<file path="src/rtl/axi_lite_regfile.sv">
`default_nettype none
// ============================================================================
// Module   : axi_lite_regfile
// Purpose  : AXI4-Lite slave register file with byte strobes, read-only
//            status slots, OKAY/SLVERR responses and per-register write pulses.
// Revision : 1.0 - initial release
// ============================================================================
module axi_lite_regfile #(
    parameter int                   ADDR_W  = 8,
    parameter int                   DATA_W  = 32,
    parameter int                   REG_NUM = 16,
    parameter logic [REG_NUM-1:0]   RO_MASK = '0,
    parameter logic [DATA_W-1:0]    RST_VAL = '0
) (
    input  logic                        clk,
    input  logic                        rst,
    input  logic                        awvalid,
    output logic                        awready,
    input  logic [ADDR_W-1:0]           awaddr,
    input  logic [2:0]                  awprot,
    input  logic                        wvalid,
    output logic                        wready,
    input  logic [DATA_W-1:0]           wdata,
    input  logic [DATA_W/8-1:0]         wstrb,
    output logic                        bvalid,
    input  logic                        bready,
    output logic [1:0]                  bresp,
    input  logic                        arvalid,
    output logic                        arready,
    input  logic [ADDR_W-1:0]           araddr,
    input  logic [2:0]                  arprot,
    output logic                        rvalid,
    input  logic                        rready,
    output logic [DATA_W-1:0]           rdata,
    output logic [1:0]                  rresp,
    output logic [REG_NUM*DATA_W-1:0]   reg_out,
    input  logic [REG_NUM*DATA_W-1:0]   reg_in,
    output logic [REG_NUM-1:0]          wr_pulse
);

    localparam int          c_strb_w     = DATA_W / 8;
    localparam int          c_off_w      = $clog2(c_strb_w);
    localparam int          c_idx_w      = ADDR_W - c_off_w;
    localparam logic [1:0]  c_resp_okay  = 2'b00;
    localparam logic [1:0]  c_resp_slverr = 2'b10;

    typedef enum logic [0:0] {W_IDLE = 1'b0, W_RESP = 1'b1} w_state_e;
    typedef enum logic [0:0] {R_IDLE = 1'b0, R_RESP = 1'b1} r_state_e;

    w_state_e               w_state_q, w_state_d;
    r_state_e               r_state_q, r_state_d;
    logic                   rdy_en_q;
    logic                   aw_held_q, aw_held_d;
    logic                   w_held_q, w_held_d;
    logic [c_idx_w-1:0]     aw_idx_q, aw_idx_d;
    logic [DATA_W-1:0]      wdata_q, wdata_d;
    logic [c_strb_w-1:0]    wstrb_q, wstrb_d;
    logic [1:0]             bresp_q, bresp_d;
    logic [REG_NUM-1:0]     wr_pulse_q, wr_pulse_d;
    logic [DATA_W-1:0]      regs_q [REG_NUM];
    logic [DATA_W-1:0]      regs_d [REG_NUM];
    logic [DATA_W-1:0]      rdata_q, rdata_d;
    logic [1:0]             rresp_q, rresp_d;

    logic                   w_aw_hs, w_w_hs, w_ar_hs, w_commit, w_hit_rw;
    logic [c_idx_w-1:0]     w_cmt_idx, w_ar_idx;
    logic [DATA_W-1:0]      w_cmt_data;
    logic [c_strb_w-1:0]    w_cmt_strb;
    logic                   w_unused;

    // Readies depend only on internal state; rdy_en_q keeps them low through reset.
    assign awready  = rdy_en_q && (w_state_q == W_IDLE) && !aw_held_q;
    assign wready   = rdy_en_q && (w_state_q == W_IDLE) && !w_held_q;
    assign bvalid   = (w_state_q == W_RESP);
    assign bresp    = bresp_q;
    assign arready  = rdy_en_q && (r_state_q == R_IDLE);
    assign rvalid   = (r_state_q == R_RESP);
    assign rdata    = rdata_q;
    assign rresp    = rresp_q;
    assign wr_pulse = wr_pulse_q;

    assign w_aw_hs    = awvalid && awready;
    assign w_w_hs     = wvalid && wready;
    assign w_ar_hs    = arvalid && arready;
    // A beat is usable if held from earlier or handshaking right now.
    assign w_commit   = (w_state_q == W_IDLE) && (aw_held_q || w_aw_hs) && (w_held_q || w_w_hs);
    assign w_cmt_idx  = aw_held_q ? aw_idx_q : awaddr[ADDR_W-1:c_off_w];
    assign w_cmt_data = w_held_q ? wdata_q : wdata;
    assign w_cmt_strb = w_held_q ? wstrb_q : wstrb;
    assign w_ar_idx   = araddr[ADDR_W-1:c_off_w];

    // Protection bits, byte offsets and RW-slot status inputs carry no meaning here.
    assign w_unused = ^{awprot, arprot, awaddr[c_off_w-1:0], araddr[c_off_w-1:0], reg_in};

    // RO slots present zero on the register bus; the datapath reads reg_in directly.
    for (genvar gi = 0; gi < REG_NUM; gi++) begin : g_reg_out
        assign reg_out[gi*DATA_W +: DATA_W] = RO_MASK[gi] ? '0 : regs_q[gi];
    end

    // Write path: collect AW/W beats in any order, commit once both are present.
    always_comb begin
        w_state_d  = w_state_q;
        aw_held_d  = aw_held_q;
        w_held_d   = w_held_q;
        aw_idx_d   = aw_idx_q;
        wdata_d    = wdata_q;
        wstrb_d    = wstrb_q;
        bresp_d    = bresp_q;
        wr_pulse_d = '0;
        regs_d     = regs_q;
        w_hit_rw   = 1'b0;
        for (int i = 0; i < REG_NUM; i++) begin
            if (w_cmt_idx == c_idx_w'(i) && !RO_MASK[i]) begin
                w_hit_rw = 1'b1;
            end
        end
        case (w_state_q)
            W_IDLE: begin
                if (w_aw_hs) begin
                    aw_held_d = 1'b1;
                    aw_idx_d  = awaddr[ADDR_W-1:c_off_w];
                end
                if (w_w_hs) begin
                    w_held_d = 1'b1;
                    wdata_d  = wdata;
                    wstrb_d  = wstrb;
                end
                if (w_commit) begin
                    aw_held_d = 1'b0;
                    w_held_d  = 1'b0;
                    w_state_d = W_RESP;
                    bresp_d   = w_hit_rw ? c_resp_okay : c_resp_slverr;
                    for (int i = 0; i < REG_NUM; i++) begin
                        if (w_cmt_idx == c_idx_w'(i) && !RO_MASK[i]) begin
                            for (int b = 0; b < c_strb_w; b++) begin
                                if (w_cmt_strb[b]) begin
                                    regs_d[i][b*8 +: 8] = w_cmt_data[b*8 +: 8];
                                end
                            end
                            wr_pulse_d[i] = |w_cmt_strb;
                        end
                    end
                end
            end
            W_RESP: begin
                if (bready) begin
                    w_state_d = W_IDLE;
                end
            end
            default: w_state_d = W_IDLE;
        endcase
    end

    // Read path: sample data on AR handshake (pre-write register values), hold until rready.
    always_comb begin
        r_state_d = r_state_q;
        rdata_d   = rdata_q;
        rresp_d   = rresp_q;
        case (r_state_q)
            R_IDLE: begin
                if (w_ar_hs) begin
                    rdata_d   = '0;
                    rresp_d   = c_resp_slverr;
                    r_state_d = R_RESP;
                    for (int i = 0; i < REG_NUM; i++) begin
                        if (w_ar_idx == c_idx_w'(i)) begin
                            rresp_d = c_resp_okay;
                            rdata_d = RO_MASK[i] ? reg_in[i*DATA_W +: DATA_W] : regs_q[i];
                        end
                    end
                end
            end
            R_RESP: begin
                if (rready) begin
                    r_state_d = R_IDLE;
                end
            end
            default: r_state_d = R_IDLE;
        endcase
    end

    // State registers; reset aborts any transaction in flight.
    always_ff @(posedge clk) begin
        if (rst) begin
            w_state_q  <= W_IDLE;
            r_state_q  <= R_IDLE;
            rdy_en_q   <= 1'b0;
            aw_held_q  <= 1'b0;
            w_held_q   <= 1'b0;
            aw_idx_q   <= '0;
            wdata_q    <= '0;
            wstrb_q    <= '0;
            bresp_q    <= '0;
            wr_pulse_q <= '0;
            rdata_q    <= '0;
            rresp_q    <= '0;
            for (int i = 0; i < REG_NUM; i++) begin
                regs_q[i] <= RST_VAL;
            end
        end else begin
            w_state_q  <= w_state_d;
            r_state_q  <= r_state_d;
            rdy_en_q   <= 1'b1;
            aw_held_q  <= aw_held_d;
            w_held_q   <= w_held_d;
            aw_idx_q   <= aw_idx_d;
            wdata_q    <= wdata_d;
            wstrb_q    <= wstrb_d;
            bresp_q    <= bresp_d;
            wr_pulse_q <= wr_pulse_d;
            rdata_q    <= rdata_d;
            rresp_q    <= rresp_d;
            regs_q     <= regs_d;
        end
    end

endmodule
`default_nettype wire

</file>
<file path="config.mk">
export PLATFORM = sky130hd
export DESIGN_NAME = axi_lite_regfile
export DESIGN_NICKNAME = d
export VERILOG_FILES = /design/src/rtl/axi_lite_regfile.sv
export SDC_FILE = /design/constraint.sdc
export NUM_CORES = 1
export LEC_CHECK = 0
export CELL_PAD_IN_SITES_DETAIL_PLACEMENT = 1
export CELL_PAD_IN_SITES_GLOBAL_PLACEMENT = 1
export CORE_AREA = 10 10 432 434
export CTS_CLUSTER_DIAMETER = 30
export CTS_CLUSTER_SIZE = 12
export DETAILED_ROUTE_END_ITERATION = 8
export DIE_AREA = 0 0 442 444
export MAX_ROUTING_LAYER = met4
export PLACE_DENSITY = 0.53
export SLEW_MARGIN = 20
export SYNTH_ARGS = -nofsm -noshare
export SYNTH_HDL_FRONTEND = slang
export SYNTH_SLANG_ARGS = --single-unit
</file>
<file path="constraint.sdc">
create_clock -name clk -period 5.9 [get_ports clk]
set_input_delay 0.59 -clock clk [delete_from_list [all_inputs] [get_ports clk]]
set_output_delay 0.59 -clock clk [all_outputs]
set_load 0.02 [all_outputs]
</file>
==> run summary, run 1 <==
For this design the ratio of total power to cell area is 372 mW/mm². Buffers inserted to repair hold after CTS numbered 0. Clock latency on the worst-skew pair, taken at its later pin, is 0.82 ns.

The run gives 27,900 as the via count of the first global-routing pass. After routing the design area is 0.0425 mm². In this run, distinct cell masters in the synthesized netlist total 82. The fraction of post-synthesis cell area in the top cell type by area is 45.1%, and the core area is 0.178 mm². The logs give 0 for the number of pins with negative max-slew slack in the final report and 0.0271 mm² for the synthesized cell area.

CTS placed an instance of sky130_fd_sc_hd__clkbuf_16 at the clock tree root. Sorting the synthesized cells by area gives the leading types as sky130_fd_sc_hd__dfxtp_1 45%, sky130_fd_sc_hd__a211oi_1 12%, sky130_fd_sc_hd__nor2_1 7.7%. Setup repair after global routing left no endpoint under its margin. In the final routed layout, each cell accounts on average for 32.0 µm.

The deepest level of the CTS H-tree was 4; the post-route fraction of the period consumed by the critical path was 67.2%. The logs give 198,000 µm for the total wire length and 609 for the number of clock sinks. In this run the static leakage power is 13.8 nW. The sequential fraction of the synthesis area is 45.1%. sky130_fd_sc_hd__dfxtp_1 takes more of the synthesized area than any other cell.

Setup total negative slack on the finished layout was measured at 0 ns. The highest attainable clock frequency was 252 MHz. Counting cells, the worst reg-to-reg path comes to 6.

Mean instance size in the synthesized netlist: 8.91 µm². STA classifies the critical path endpoint as a flip-flop. The total of flip-flops plus latches after synthesis is 609, and the fraction of final layout cells sized beyond drive strength 1 is 16.2%. The total half-perimeter wirelength after legalization and detailed placement is 153,000 µm, and the post-route clock skew is 0.0654 ns. The required time of the worst setup path came out at 6.56 ns.

Summing all placed instances gives a cell area of 0.0356 mm². The residual antenna-violating net count after detailed routing was 0; the post-layout minimum cycle time was 3.96 ns. Along the worst hold path, the cell count comes to 2.

The initial antenna violation count was 20. The worst pin sits at a relative slew slack of 21.6%. The worst min-delay path category is in2reg. Buffers inserted during clock tree synthesis total 193. The floorplan step set the die height to 444 µm. Buffers placed on the I/O ports in this run total 621. The via count normalized by instance count is 4.54.

The initial standard-cell utilization of the core is 15.2%. For the max-capacitance violation count, the log shows 0. During I/O placement, the number of pins put on the boundary was 1,146. The number of warning messages in the yosys log is 0, and the highest ir drop seen on vdd is 0.290 mV. In this run the horizontal extent of the chip is 442 µm. Primary flip-flop cell chosen by synthesis mapping: sky130_fd_sc_hd__dfxtp_1. STA classifies the critical path startpoint as a flip-flop. Summed over all layers, the global routing overflow is 0. The pre-antenna-repair detailed-routing pass consisted of 5 iterations. The worst hold path begins at rst. The final layout contains 4,213 nets. The final number of hold-violating endpoints was 0; the overall die area was 0.196 mm². Gates resized during post-CTS repair numbered 0. For hold timing, the worst endpoint is aw_idx_q[3]$_SDFFE_PP0P_. In the global route stage, overall resource usage came out at 19.8%.

The area added between synthesis and finish was 57.1%; the vias after detailed routing was 28,100. At the pin with the least slew margin, the transition time is 1.15 ns. The final setup violation count is 0. The tools report the total number of placement rows as 155. Yosys mapped a number of flops with a built-in enable equal to 0. The tools report the power consumption as 15.8 mW. The first global-routing pass estimated 261,000 µm of wire.

After clock tree synthesis, the clock-pin slew on the worst setup and hold paths is 0.04 ns. Total DRC errors in the routed layout: 0. In this run the critical register-to-register path is launched from aw_held_q$_SDFFE_PP0P_. The buffer depth of the longest clock path was 3; the post-CTS repair timing setup buffer count was 0. At the worst endpoint, the arrival time is 4.62 ns. The worst setup path is of the reg2reg kind. Across all register-to-register paths, the minimum setup slack is 1.94 ns. Share of synthesized registers carrying an async set or reset: 0%. The routability congestion estimate from global placement is 0.847, and the worst-path maximum fanout is 21. The run finished with clean final reports.

The detailed router finished its first iteration with 2,260 violations. The pin count of the biggest net entering global routing was 137. TritonCTS built the clock tree. The worst register-to-register path ends at reg_out[33]$_SDFFE_PP0P_. Synthesis handed over a netlist of 3,038 instances.
==> power by group <==
part	switching (mW)	leakage, nW	total [mW]	internal, mW
Combinational	0.679	5.50	0.893	0.215
Sequential	0.0303	4.91	4.19	4.16
Clock	3.19	3.37	10.7	7.55
==> critical path, cell delays in order, from the launching register on <==
cell and delay (ns):
sky130_fd_sc_hd__dfxtp_1 0.91, sky130_fd_sc_hd__nor3b_2 0.38, sky130_fd_sc_hd__o21bai_2 0.30, sky130_fd_sc_hd__nand2b_2 0.76, sky130_fd_sc_hd__nor3_4 1.10, sky130_fd_sc_hd__nor2_1 0.08, sky130_fd_sc_hd__a211oi_1 0.26
==> per-stage QoR <==
step                cells  worst slack (ns)  hold slack, ns  util, %
floorplan            3039              3.54           0.436        -
global placement     5795              1.44           0.444     20.0
detailed placement   5795              1.40           0.448     20.0
CTS                  6155              1.84          0.0994     23.9
global route         6165              1.63           0.151     23.9
finish               6183              1.94           0.149     23.9
==> per-layer routing <==
metal	track usage, %	vias to the layer above	wire [µm]
met5	-	-	0
met4	9.20	0	10300
met3	6.37	290	17300
met2	27.8	1195	81200
met1	25.5	14200	88700
li1	-	12400	-
==> sequential cells by signal, indices dropped and copies added, names as in the netlist <==
name	count
reg_out	512
rdy_en_q	1
bvalid	1
wdata_q	32
aw_idx_q	6
wstrb_q	4
w_held_q	1
aw_held_q	1
bresp	1
rdata	32
rresp	1
rvalid	1
wr_pulse	16
==> layout by cell type (no fill, tap or decap), types with 13 or more instances in the layout <==
cell,instances
sky130_fd_sc_hd__nand2_1,228
sky130_fd_sc_hd__a211oi_1,444
sky130_fd_sc_hd__or2_2,38
sky130_fd_sc_hd__nor2_1,552
sky130_fd_sc_hd__nor3_1,25
sky130_fd_sc_hd__nand3_1,13
sky130_fd_sc_hd__and2_1,33
sky130_fd_sc_hd__mux2i_1,58
sky130_fd_sc_hd__o22ai_1,52
sky130_fd_sc_hd__clkbuf_1,32
sky130_fd_sc_hd__dfxtp_1,608
sky130_fd_sc_hd__clkinv_2,48
sky130_fd_sc_hd__a21oi_1,206
sky130_fd_sc_hd__clkdlybuf4s50_1,618
sky130_fd_sc_hd__diode_2,27
sky130_fd_sc_hd__o21ai_0,70
sky130_fd_sc_hd__clkbuf_16,195
sky130_fd_sc_hd__mux2_2,22
sky130_fd_sc_hd__a22oi_1,21
sky130_fd_sc_hd__nor3_4,35
sky130_fd_sc_hd__a221oi_1,26
sky130_fd_sc_hd__a21o_1,17
sky130_fd_sc_hd__mux4_2,28
sky130_fd_sc_hd__nand2b_1,31
sky130_fd_sc_hd__o221ai_1,20
sky130_fd_sc_hd__clkbuf_8,40
sky130_fd_sc_hd__bufinv_16,24
sky130_fd_sc_hd__buf_4,79
sky130_fd_sc_hd__a211oi_2,22
==> cells in the mapped netlist (all sizes together), types with 5 or more instances <==
library cell	instances
a221oi	27
nand2	234
a21o	17
mux2	22
a22oi	21
a21oi	208
a31oi	7
nor2	560
o2111ai	5
o221ai	20
nor3	64
nand2b	34
dfxtp	609
o2bb2ai	5
o21ai	73
clkbuf	149
inv	10
nand3	13
buf	153
nor2b	13
or2	50
o211ai	12
a32oi	8
and2	33
mux4	28
mux2i	71
a211o	9
o22ai	52
or3	10
a211oi	466
==> logic make-up after synthesis <==
kind of cell    after synthesis  synth area share, %
compound gates              964                 24.9
flops                       609                 45.1
mux                         121                 5.87
other cells                   1               0.0139
buf+inv                     312                 6.00
simple gates               1031                 18.1
==> area by class of cell <==
class	count	area (µm²)
fill	20400	135000
antenna	27	67.6
clock inverter	93	1320
tap	2355	2950
clock buffer	267	5550
inverter	10	37.5
timing repair buffer	704	6900
sequential	609	12200
multi-input combinational	2118	13500
==> worst max-delay path by stage <==
stage | start | end | slack (ns)
global route | aw_held_q$_SDFFE_PP0P_ | reg_out[98]$_SDFFE_PP0P_ | 1.63
finish | aw_held_q$_SDFFE_PP0P_ | reg_out[33]$_SDFFE_PP0P_ | 1.94
detailed placement | araddr[7] | rdata[27]$_SDFFE_PP0P_ | 1.40
global placement | araddr[7] | rdata[27]$_SDFFE_PP0P_ | 1.44
CTS | aw_held_q$_SDFFE_PP0P_ | reg_out[33]$_SDFFE_PP0P_ | 1.84
floorplan | araddr[6] | rdata[14]$_SDFFE_PP0P_ | 3.54
(Power assumes the default switching activity.)
==> run 2, diff against run 1 <==
- CORE_AREA: 10 10 432 434 -> 10 10 442 444
- DIE_AREA: 0 0 442 444 -> 0 0 452 454
- clock period: 5.9 -> 3.5 ns (I/O delays scaled with it)
==> run summary, run 2 (same netlist as run 1, synthesis figures left out) <==
For the number of design-rule violations left by the first detailed-router iteration, the log shows 1,998 (-12%). Total half-perimeter wirelength after legalization and detailed placement: 157,000 µm (+2.7%). CTS placed an instance of sky130_fd_sc_hd__clkbuf_16 at the clock tree root. The run gives 6,098 (+5.2%) as the number of placed instances, taps included.

Highest ir drop seen on vdd: 0.383 mV (+32%). The worst min-delay path category is in2reg. The via count normalized by instance count was 4.44 (-2.2%); the headroom to the max-slew limit was 32.1% (+11 points). The power density over the cells is 609 mW/mm² (+64%). The clock insertion delay at the later pin of the skew report is 0.84 ns (+0.02 ns), and the global-route wire length before repair is 264,000 µm (+1.3%). The instance area after placement came out at 0.0371 mm² (+4.3%). For the via count of the first global-routing pass, the log shows 28,700 (+2.9%). The signal on the critical path passes through buf_4, nor2b_1, clkdlybuf4s50_1.

The library cells used most frequently in the layout, excluding fill and tap cells, are 618 x sky130_fd_sc_hd__clkdlybuf4s50_1, 608 x sky130_fd_sc_hd__dfxtp_1, 554 x sky130_fd_sc_hd__nor2_1. The run gives 28,700 (+2.4%) as the vias after detailed routing. The tools report the routability congestion estimate from global placement as 0.858 (+1.3%). Number of buffers created by CTS: 196 (+1.6%).

For the final number of hold-violating endpoints, the log shows 0 (unchanged). The logs give 21,600 (+5.9%) for the count of filler cells inserted in the layout and 0.33 ns (-1.61 ns) for the minimum setup slack among reg-to-reg paths. The tools report the post-CTS repair timing setup buffer count as 0 (unchanged). The number of pins with negative max-slew slack in the final report is 0 (unchanged), and the deepest level of the CTS H-tree is 4 (unchanged). The tools report the residual antenna-violating net count after detailed routing as 0 (unchanged). The run gives 0 (unchanged) as the number of instances resized during post-cts repair. For this run, the top clock speed supported by timing is 306 MHz. The start point of the critical path is rdy_en_q$_DFF_P_.

The detailed-routing iteration count for the pre-antenna-repair pass is 6 (+1), and the quantity of I/O buffers inserted on ports is 621 (unchanged). The flip-flop count of the largest register, all copies and words added works out to 512 (unchanged). In this run the worst setup path terminates at arready.

The data arrival time at the worst-slack endpoint was 2.92 ns (-1.70 ns); the count of pins on the block boundary was 1,146 (unchanged). The most common cell after layout, fill and taps aside was sky130_fd_sc_hd__clkdlybuf4s50_1. Worst-path maximum fanout: 4 (-81%). The max-capacitance violation count came out at 0 (unchanged). The buffer depth of the longest clock path was 3 (unchanged). For the final sum of negative setup slack, the log shows 0 ns (unchanged). The number of buffers and inverters on the critical path works out to 2 (+2). The count of cells along the worst register-to-register path is 7 (+1).

On the critical path, the stage with the largest delay is an instance of sky130_fd_sc_hd__clkdlybuf4s50_1. The tools report the total global-route track usage as 19.2% (-0.58 points). The post-route clock skew came out at 0.0687 ns (+0.00330 ns). Fraction of final layout cells sized beyond drive strength 1: 19.3% (+3.1 points). The slew at the pin closest to its max-slew limit was 1.02 ns (-0.137 ns). Vertical die dimension: 454 µm (+2.3%).

The critical path's largest stage delay was 0.83 ns (-0.27 ns). The initial antenna violation count was 21 (+5.0%); the area added between synthesis and finish was 63.0%. The clock slew at the register clock pins of the worst setup and hold paths was 0.05 ns (about the same).

STA classifies the critical path endpoint as a primary output. The type of element launching the critical path is a flip-flop. The worst setup path is of the reg2out kind. The logic depth of the worst path, buffers included came out at 3 (-3). The wire length per cell was 31.0 µm (-3.1%). Filler-free cell count of the finished design: 6,474 (+4.7%). The total wire length is 201,000 µm (+1.5%), and the final cell utilization of the core is 23.6% (-0.27 points). TritonCTS built the clock tree. The number of clock sinks is 609 (unchanged), and the final layout net count is 4,379 (+3.9%). The run finished with clean final reports. Remaining global-route overflow: 0 (unchanged). The die outline width is 452 µm (+2.3%). In this run the critical register-to-register path is launched from rdy_en_q$_DFF_P_. For the count of hold-fix buffers inserted at cts, the log shows 1 (+1). The tools report the total DRC errors in the routed layout as 0 (unchanged). The core area was 0.187 mm² (+4.9%); the post-route cell area was 0.0441 mm² (+3.7%).

Final-layout worst hold slack: 0.103 ns (-0.0457 ns). The post-route fraction of the period consumed by the critical path was 93.3%; the total number of placement rows was 159 (+2.6%). The tools report the pin count of the biggest net entering global routing as 129 (-5.8%). The worst path in the final design needs a cycle of 3.27 ns, including I/O delays and setup. The final setup violation count was 0 (unchanged); the initial standard-cell utilization of the core was 14.5% (-0.71 points). Reg-to-reg endpoint: rdata[11]$_SDFFE_PP0P_. In this design, the largest share of critical-path delay is due to buffers and inverters.

For the cell leakage power, the log shows 14.6 nW (+6.1%). Setup repair after global routing left no endpoint under its margin. The run gives 3.15 ns (-3.41 ns) as the required time of the worst setup path. The overall die area is 0.205 mm² (+4.6%).
[run 2: area by class of cell]
cell class / instances / area, µm² / share of cell area (%)
diodes: 11 / 27.5 / 0.0624
clock buffers: 266 / 5580 / 12.7
clock inverters: 98 / 1400 / 3.16
inverters: 10 / 38.8 / 0.0880
multi-input cells: 2118 / 13300 / 30.3
flip-flops and latches: 609 / 12200 / 27.6
well taps: 2495 / 3120 / 7.08
repair buffers: 867 / 8390 / 19.0
[run 2: power breakdown]
| part | internal [mW] | switching [mW] | leakage, nW | total (mW) |
|---|---|---|---|---|
| clock | 12.6 | 5.62 | 3.37 | 18.2 |
| combinational | 0.435 | 1.17 | 6.35 | 1.60 |
| sequential | 7.01 | 0.0468 | 4.91 | 7.06 |
| total | 20.0 | 6.84 | 14.6 | 26.9 |
[run 2: stage by stage]
stage | total power, mW | worst slack [ns]
after floorplan | 7.89 | 1.36
final | 26.9 | 0.235
after detailed placement | 8.79 | 0.0729
after global routing | 27.6 | 0.0800
after CTS | 27.1 | 0.0630
after global placement | 8.77 | 0.0567
[run 2: how the worst min path moves through the flow]
stage                             start                        to  slack [ns]  cells after the start
2_1_floorplan   wdata_q[0]$_SDFFE_PP0P_   wdata_q[0]$_SDFFE_PP0P_        0.44                      2
3_3_place_gp   wdata_q[14]$_SDFFE_PP0P_  wdata_q[14]$_SDFFE_PP0P_        0.44                      2
3_5_place_dp    wdata_q[7]$_SDFFE_PP0P_   wdata_q[7]$_SDFFE_PP0P_        0.45                      2
4_1_cts                        wdata[2]   wdata_q[2]$_SDFFE_PP0P_        0.05                      3
5_1_grt                       wdata[30]  wdata_q[30]$_SDFFE_PP0P_        0.09                      3
6_report                       wdata[2]   wdata_q[2]$_SDFFE_PP0P_        0.10                      3
[run 2: routing by layer]
metal  share of wire, %  vias to the layer above  global-route usage (%)
li1                   -                    12700                       -
met1                 46                    14600                    25.0
met2                 41                     1188                    27.0
met3                8.3                      293                    6.26
met4                4.6                        0                    7.87
met5                  0                        -                       -
[run 2: worst min-delay path: cells and delay by family]
family,cells,cell delay (ns)
and+or+nand+nor,1,0.06
buffers and inverters,1,0.42
AOI/OAI and AO/OA,1,0.05
